## config.mk

```make
export PLATFORM = sky130hd
export DESIGN_NAME = led_ws2812_tx
export DESIGN_NICKNAME = d
export VERILOG_FILES = /design/src/rtl/led_ws2812_tx.sv
export SDC_FILE = /design/constraint.sdc
export NUM_CORES = 1
export LEC_CHECK = 0
export ABC_AREA = 1
export CAP_MARGIN = 10
export CORE_MARGIN = 10
export CORE_UTILIZATION = 57
export CTS_CLUSTER_DIAMETER = 120
export DETAILED_ROUTE_END_ITERATION = 10
export GPL_ROUTABILITY_DRIVEN = 0
export GPL_TIMING_DRIVEN = 0
export HOLD_SLACK_MARGIN = 0.05
export PLACE_DENSITY = 0.87
export SKIP_CTS_REPAIR_TIMING = 1
export SYNTH_ARGS = -nofsm -noshare
export SYNTH_HDL_FRONTEND = slang
export SYNTH_SLANG_ARGS = --single-unit
```

## constraint.sdc

```tcl
create_clock -name clock -period 1.7 [get_ports clock]
set_input_delay 0.255 -clock clock [delete_from_list [all_inputs] [get_ports clock]]
set_output_delay 0.255 -clock clock [all_outputs]
set_load 0.01 [all_outputs]
```

## src/rtl/led_ws2812_tx.sv

```systemverilog
// WS2812-style single-wire LED transmitter: latches an RGB colour, reorders it to GRB and
// sends it as pulse-width-coded bits to NUM_LEDS LEDs, followed by a low latch gap.
`timescale 1ns/1ps
module led_ws2812_tx #(
    parameter int T0H_CYC   = 20,
    parameter int T1H_CYC   = 40,
    parameter int BIT_CYC   = 63,
    parameter int RESET_CYC = 3000,
    parameter int NUM_LEDS  = 1
) (
    input  logic        clock,
    input  logic        reset_n,
    input  logic [23:0] cor_led,
    input  logic        iniciar,
    output logic        ocupado,
    output logic        pronto,
    output logic        dout
);

    localparam int CYC_MAX = (BIT_CYC > RESET_CYC) ? BIT_CYC : RESET_CYC;
    localparam int CYC_W   = (CYC_MAX > 1) ? $clog2(CYC_MAX) : 1;
    localparam int LED_W   = (NUM_LEDS > 1) ? $clog2(NUM_LEDS) : 1;

    localparam logic [CYC_W-1:0] T0H_LAST   = CYC_W'(T0H_CYC - 1);
    localparam logic [CYC_W-1:0] T1H_LAST   = CYC_W'(T1H_CYC - 1);
    localparam logic [CYC_W-1:0] BIT_LAST   = CYC_W'(BIT_CYC - 1);
    localparam logic [CYC_W-1:0] RESET_LAST = CYC_W'(RESET_CYC - 1);
    localparam logic [CYC_W-1:0] CYC_ZERO   = CYC_W'(0);
    localparam logic [CYC_W-1:0] CYC_ONE    = CYC_W'(1);
    localparam logic [LED_W-1:0] LED_LAST   = LED_W'(NUM_LEDS - 1);
    localparam logic [LED_W-1:0] LED_ZERO   = LED_W'(0);
    localparam logic [LED_W-1:0] LED_ONE    = LED_W'(1);

    typedef enum logic [1:0] {
        IDLE     = 2'd0,
        BIT_HIGH = 2'd1,
        BIT_LOW  = 2'd2,
        LATCH    = 2'd3
    } state_t;

    function automatic logic [23:0] rgb_to_grb(input logic [23:0] rgb);
        return {rgb[15:8], rgb[23:16], rgb[7:0]};
    endfunction

    state_t           state, state_nxt;
    logic [CYC_W-1:0] cyc_cnt, cyc_nxt;
    logic [4:0]       bit_cnt, bit_nxt;
    logic [LED_W-1:0] led_cnt, led_nxt;
    logic [23:0]      shreg, shreg_nxt;
    logic [23:0]      grb, grb_nxt;
    logic             pronto_nxt;
    logic             dout_nxt;
    logic             ocupado_nxt;
    logic [CYC_W-1:0] high_last;

    // Next-state, counter and output decode for the frame sequencer
    always_comb begin
        state_nxt  = state;
        cyc_nxt    = cyc_cnt;
        bit_nxt    = bit_cnt;
        led_nxt    = led_cnt;
        shreg_nxt  = shreg;
        grb_nxt    = grb;
        pronto_nxt = 1'b0;
        high_last  = shreg[23] ? T1H_LAST : T0H_LAST;

        case (state)
            IDLE: begin
                // The pronto cycle itself is still IDLE, so a start there must be refused
                if (iniciar && !pronto) begin
                    shreg_nxt = rgb_to_grb(cor_led);
                    grb_nxt   = rgb_to_grb(cor_led);
                    cyc_nxt   = CYC_ZERO;
                    bit_nxt   = 5'd0;
                    led_nxt   = LED_ZERO;
                    state_nxt = BIT_HIGH;
                end else begin
                    state_nxt = IDLE;
                end
            end
            BIT_HIGH: begin
                cyc_nxt = cyc_cnt + CYC_ONE;
                if (cyc_cnt == high_last) begin
                    state_nxt = BIT_LOW;
                end else begin
                    state_nxt = BIT_HIGH;
                end
            end
            BIT_LOW: begin
                if (cyc_cnt == BIT_LAST) begin
                    cyc_nxt = CYC_ZERO;
                    if (bit_cnt != 5'd23) begin
                        shreg_nxt = {shreg[22:0], 1'b0};
                        bit_nxt   = bit_cnt + 5'd1;
                        state_nxt = BIT_HIGH;
                    end else if (led_cnt != LED_LAST) begin
                        shreg_nxt = grb;
                        bit_nxt   = 5'd0;
                        led_nxt   = led_cnt + LED_ONE;
                        state_nxt = BIT_HIGH;
                    end else begin
                        state_nxt = LATCH;
                    end
                end else begin
                    cyc_nxt   = cyc_cnt + CYC_ONE;
                    state_nxt = BIT_LOW;
                end
            end
            LATCH: begin
                if (cyc_cnt == RESET_LAST) begin
                    cyc_nxt    = CYC_ZERO;
                    pronto_nxt = 1'b1;
                    state_nxt  = IDLE;
                end else begin
                    cyc_nxt   = cyc_cnt + CYC_ONE;
                    state_nxt = LATCH;
                end
            end
            default: begin
                cyc_nxt   = CYC_ZERO;
                state_nxt = IDLE;
            end
        endcase

        dout_nxt    = (state_nxt == BIT_HIGH);
        ocupado_nxt = (state_nxt != IDLE);
    end

    // State, datapath and registered outputs with synchronous active-low reset
    always_ff @(posedge clock) begin
        if (!reset_n) begin
            state   <= IDLE;
            cyc_cnt <= CYC_ZERO;
            bit_cnt <= 5'd0;
            led_cnt <= LED_ZERO;
            shreg   <= 24'd0;
            grb     <= 24'd0;
            dout    <= 1'b0;
            ocupado <= 1'b0;
            pronto  <= 1'b0;
        end else begin
            state   <= state_nxt;
            cyc_cnt <= cyc_nxt;
            bit_cnt <= bit_nxt;
            led_cnt <= led_nxt;
            shreg   <= shreg_nxt;
            grb     <= grb_nxt;
            dout    <= dout_nxt;
            ocupado <= ocupado_nxt;
            pronto  <= pronto_nxt;
        end
    end

endmodule

```

==> Word level (Yosys, flattened, before mapping) <==
Index checks and enable logic that the tools add are counted.
{ "op_classes": {"add_sub_neg": 3, "mul": 0, "n_div": 0, "n_lt_le_gt_ge": 0, "n_eq_ne": 12, "shifts": 0, "muxes": 28, "bitwise": 0, "n_reduce_logical": 9} }
{ "ops": {"columns": ["op", "count"], "rows": [
  ["24-bit 2-to-1 mux", 4],
  ["12-bit case mux with 4 select lines", 1],
  ["24-bit case mux with 2 select lines", 1],
  ["12-bit 2-to-1 mux", 3],
  ["5-bit 2-to-1 mux", 4],
  ["12-bit by 1-bit adder with 12-bit output (second input constant)", 1],
  ["12-bit == test (second input constant)", 1],
  ["12-bit by 6-bit == test with 1-bit output", 1],
  ["12-bit by 6-bit == test with 1-bit output (second input constant)", 1],
  ["2-bit 2-to-1 mux", 5],
  ["5-bit case mux with 2 select lines", 1],
  ["2-bit case mux with 4 select lines", 1],
  ["4-bit AND reduction", 2],
  ["1-bit 2-to-1 mux", 6],
  ["6-bit 2-to-1 mux", 1],
  ["2-bit != test (second input constant)", 3],
  ["5-bit by 1-bit adder with 5-bit output (second input constant)", 1],
  ["5-bit != test (second input constant)", 1],
  ["2-bit by 1-bit == test with 1-bit output (second input constant)", 2],
  ["2-bit == test (second input constant)", 2],
  ["2-bit AND reduction", 2],
  ["2-bit nonzero test", 2],
  ["3-bit != test (second input constant)", 1],
  ["2-bit logical NOT", 1],
  ["4 further kinds", 4]
]} }
{ "word_totals": {"reg_bits": 71, "latch_bits": 0, "ramBits": 0, "mem_bits_ro": 0, "inputBits": 27, "out_inout_bits": 3, "elab_cells": 61, "mem_count": 0} }

==> Depth between registers and ports, before layout <==
{ "depth": {"depth_word": 5, "mapped_depth": 11, "mapped_depth_nobuf": 11} }

==> Worst setup path before layout <==
OpenSTA, ideal clock, no wires.
{ "synth_path": {"path_kind": "reg2reg", "start": "register bit_cnt[0]", "end": "register shreg[10]", "setup_time_ns": 0.112, "arrival_ns": 1.388, "slack_ns": 0.201, "path_stages_with_launch": 10, "n_path_buf": 1, "path_cell_list": "dfxtp_1 ha_1 nand2_1 inv_1 nand3_2 nand2_2 clkbuf_1 o211ai_1 nor2_1 nor2_1"} }
{ "synth_via": {"elab_chain_len": 4, "elab_cells_between_ends": 6} }
{ "synth_lines": {"columns": ["element", "line_no", "source"], "rows": [
  ["start, declared", "47", "logic [4:0] bit_cnt, bit_nxt;"],
  ["start signal, assigned", "144", "bit_cnt <= bit_nxt;"],
  ["5-bit != test *", "92", "if (bit_cnt != 5'd23) begin"],
  ["24-bit 2-to-1 mux", "92", null],
  ["24-bit 2-to-1 mux", "90", "if (cyc_cnt == BIT_LAST) begin"],
  ["24-bit case mux with 2 select lines", "67", "case (state)"],
  ["end signal, assigned", "146", "shreg <= shreg_nxt;"],
  ["end, declared", "49", "logic [23:0] shreg, shreg_nxt;"]
]} }
Every way passes the cells marked *; elsewhere a longest branch is shown, timed or not. The select of a mux whose other input is x is not followed.
A chain may end at the register's enable or synchronous reset.

==> Worst setup path in the final report <==
{ "layout_path": {"start": "register bit_cnt[0]", "end": "register bit_cnt[0]"} }
{ "layout_via": {"elab_chain_len": 4, "elab_cells_between_ends": 7} }
{ "layout_lines": {"columns": ["element", "line_no"], "rows": [
  ["5-bit by 1-bit adder with 5-bit output or 5-bit != test (tied branches)", "94, 92"],
  ["5-bit 2-to-1 mux", "92"],
  ["5-bit 2-to-1 mux", "90"],
  ["5-bit case mux with 2 select lines", "67"]
]} }
Parallel ways exist; a longest one is shown, timed or not. The select of a mux whose other input is x is not followed.

==> results.md <==
- DRT Pass-1 Iters: 5
- Synth warn: 0
- Sequential share of the synthesized area: between 30% and 40%
- Post-synth net total: 566
- WP buf/inv: 2
- Via Count: between 3,000 and 4,000
- Hold/Removal Path Class: flip-flop to flip-flop
- RR Startpoint: bit_cnt[0]
- DIE WIDTH: 98.0 um
- Post-DP Area: 3850 um^2
- DR WL/cell: ~13 um
- Multi-input gate area: 1810 um^2
- Largest area contributor in the netlist: dfxtp_1
- Post-Syn Area: about 3500 um^2
- Max-cap violations: 0
- Clock Skews: between 0.009 and 0.01 ns
- CTS Sinks: slightly below 70
- Reg clk slew, reported paths: about 0.08 ns
- Max_slew headroom: 66.6%
- Area contributors post-synth: dfxtp_1, nand2_1, nor2_1
- Crit path launch: bit_cnt[0]
- CTS H-tree depth: 3
- Sequential Area: between 1000 and 1500 um^2
- Clk_lat worst skew: 0.35 ns
- DPL Wire Length: between 6000 and 7000 um
- Beginning of the worst hold path: grb[16]
- Buffers added on ports: 29
- Crit path max-delay family: simple AND/OR/NAND/NOR gates
- Max FO, Critical Path: 6
- Row cnt: 28
- Num CTS Buffers: 9
- DRC errors left: 0
- Arrival time at the worst endpoint: between 1.5 and 2 ns
- Layout area overhead: 20.2%
- Initial DRC count: ~230
- Layout fillers: 477
- Cell mode on critical path: nand2_4
- Hold Fails Final Rpt: 0
- Crit-path max cell delay: approximately 0.38 ns
- Chip height: just under 100 um
- R2R setup slack: approximately 0.025 ns
- Share of the synthesized area in the top cell type: around 40%
- CTS max path bufs: 2
- Layout cells sized above 1: about 11%
- N_diodes: 0
- Startpoint Class: flip-flop
- Ordered list of cells on the worst path: ha_1 > nand2_1 > inv_2 > nand3_4 > nand2_4 > nand2_4 > nand2_8 > buf_4 > xor2_1 > nor2_1
- Worst Max-Slew Pin Slew: approximately 0.5 ns
- Fin Setup TNS: 0 ns
- Grt total ovfl: 0
- Drt via density: roughly 5.3
- ANT nets after route: 0
- Critical Path RT: just under 2 ns
- Layout Cell Area excl Fill: between 4000 and 5000 um^2
- Worst setup EP type: flip-flop
- Initial antenna violation count: 0
- Pwr Density: about 840 nW/um^2
- Die area: between 9000 and 10,000 um^2
- LEAKAGE: 1.84 nW
- Peak VDD IR: 0.600 mV
- All-Layer GR Usage: 17.6%
- Syn_area_per_cell: 6.47 um^2
- Largest net degree at the start of global routing: 12
- Critical path class: flip-flop to flip-flop
- # setup viols final: 0
- Core area: between 5000 and 6000 um^2
- WL final: around 8900 um
- Ports: 30
- Vias in the first global route: 3,235
- CTS tree: yes
- Cell with the largest stage delay on the worst path: dfxtp_4
- Ratio of final minimum period to clock period: a little over nine tenths
- Synthesized instance count: 536
- Yosys reg bits: 69
- Min Tclk post-route: ~1.7 ns
- Max Slew Vio Count: 0
- Final #Nets: 610
- First-pass GRT wire length: around 14,000 um
- Netlist cell types: 26
- Clk root buf: clkbuf_8
- Fmax: slightly below 0.6 GHz
- Starting density of the core: between 50% and 60%
- Status: completed
[cells in the final DEF (no fill, tap or decap), drive strengths merged]
| cell type | instances |
|---|---|
| o21bai | 2 |
| o21ai | 25 |
| clkdlybuf4s50 | 29 |
| clkinv | 4 |
| nor4 | 1 |
| inv | 55 |
| clkinvlp | 1 |
| buf | 15 |
| nand3 | 24 |
| ha | 3 |
| nor3 | 3 |
| nand4 | 5 |
| a21oi | 14 |
| xor2 | 3 |
| clkbuf | 26 |
| nor2 | 118 |
| o211ai | 23 |
| dfxtp | 69 |
| nand2 | 165 |
[path summary, 6_finish.rpt]
path,endpoint,depth (start not counted)
setup reg to reg,bit_cnt[0],10
hold / removal,grb[16],2
hold reg to reg,grb[16],2
setup / recovery,bit_cnt[0],10
[stage by stage]
stage / setup WS, ns / hold slack, ns / instances / total power [W] / util, %
floorplan: 0.201 / 0.404 / 536 / 0.00210 / -
global placement: -0.286 / 0.448 / 640 / 0.00225 / 65.1
detailed placement: -0.334 / 0.467 / 640 / 0.00227 / 65.1
CTS: -0.160 / 0.480 / 656 / 0.00348 / 68.1
global route: -0.0631 / 0.511 / 660 / 0.00365 / 70.4
finish: 0.0247 / 0.487 / 660 / 0.00349 / 70.4
[state kept, by name (all words and copies together), names as in the netlist]
name	cells
bit_cnt	5
cyc_cnt	12
dout	1
grb	23
ocupado	1
pronto	1
shreg	24
state	2
[logic make-up after synthesis]
group / share of synthesized area, %
buffers and inverters: 9.78
adder cells (fa/ha/maj): 1.08
AND/OR/NAND/NOR: 37.2
AO/OA/AOI/OAI: 11.4
XOR/XNOR: 0.758
flip-flops: 39.8
[routing by layer]
layer | up-vias | share of wire, % | global-route usage [%]
met4 | 0 | 2.6 | 8.72
met1 | 1606 | 43 | 20.8
met2 | 126 | 48 | 29.7
met5 | - | 0 | 0
li1 | 1759 | - | -
met3 | 26 | 5.7 | 3.52
[cell type report]
cell class / instances / share of cell area [%]
Buffer: 25 / 3.96
Clock buffer: 12 / 3.72
Clock inverter: 4 / 0.540
Inverter: 56 / 5.07
Multi-Input combinational cell: 386 / 43.4
Sequential cell: 69 / 33.4
Tap cell: 75 / 2.25
Timing Repair Buffer: 33 / 7.69
[worst min-delay path: cells and delay by family, from the launching register on]
family           cells  cell delay [ns]
flip-flops           1             0.33
AND/OR/NAND/NOR      2             0.12
[synth_stat cells (all sizes together)]
cell    number
ha           3
buf         11
o21ai       25
nand3       24
nand2      165
o211ai      23
clkbuf      14
a21oi       14
nor2       118
inv         55
o21bai       2
clkinv       1
nor3         3
nor4         1
nand4        5
dfxtp       69
xor2         3
[where the power goes]
group,switching [W],internal (W)
sequential,0.0000483,0.00172
clock,0.000628,0.000602
combinational,0.000286,0.000207
(Power assumes the default switching activity.)
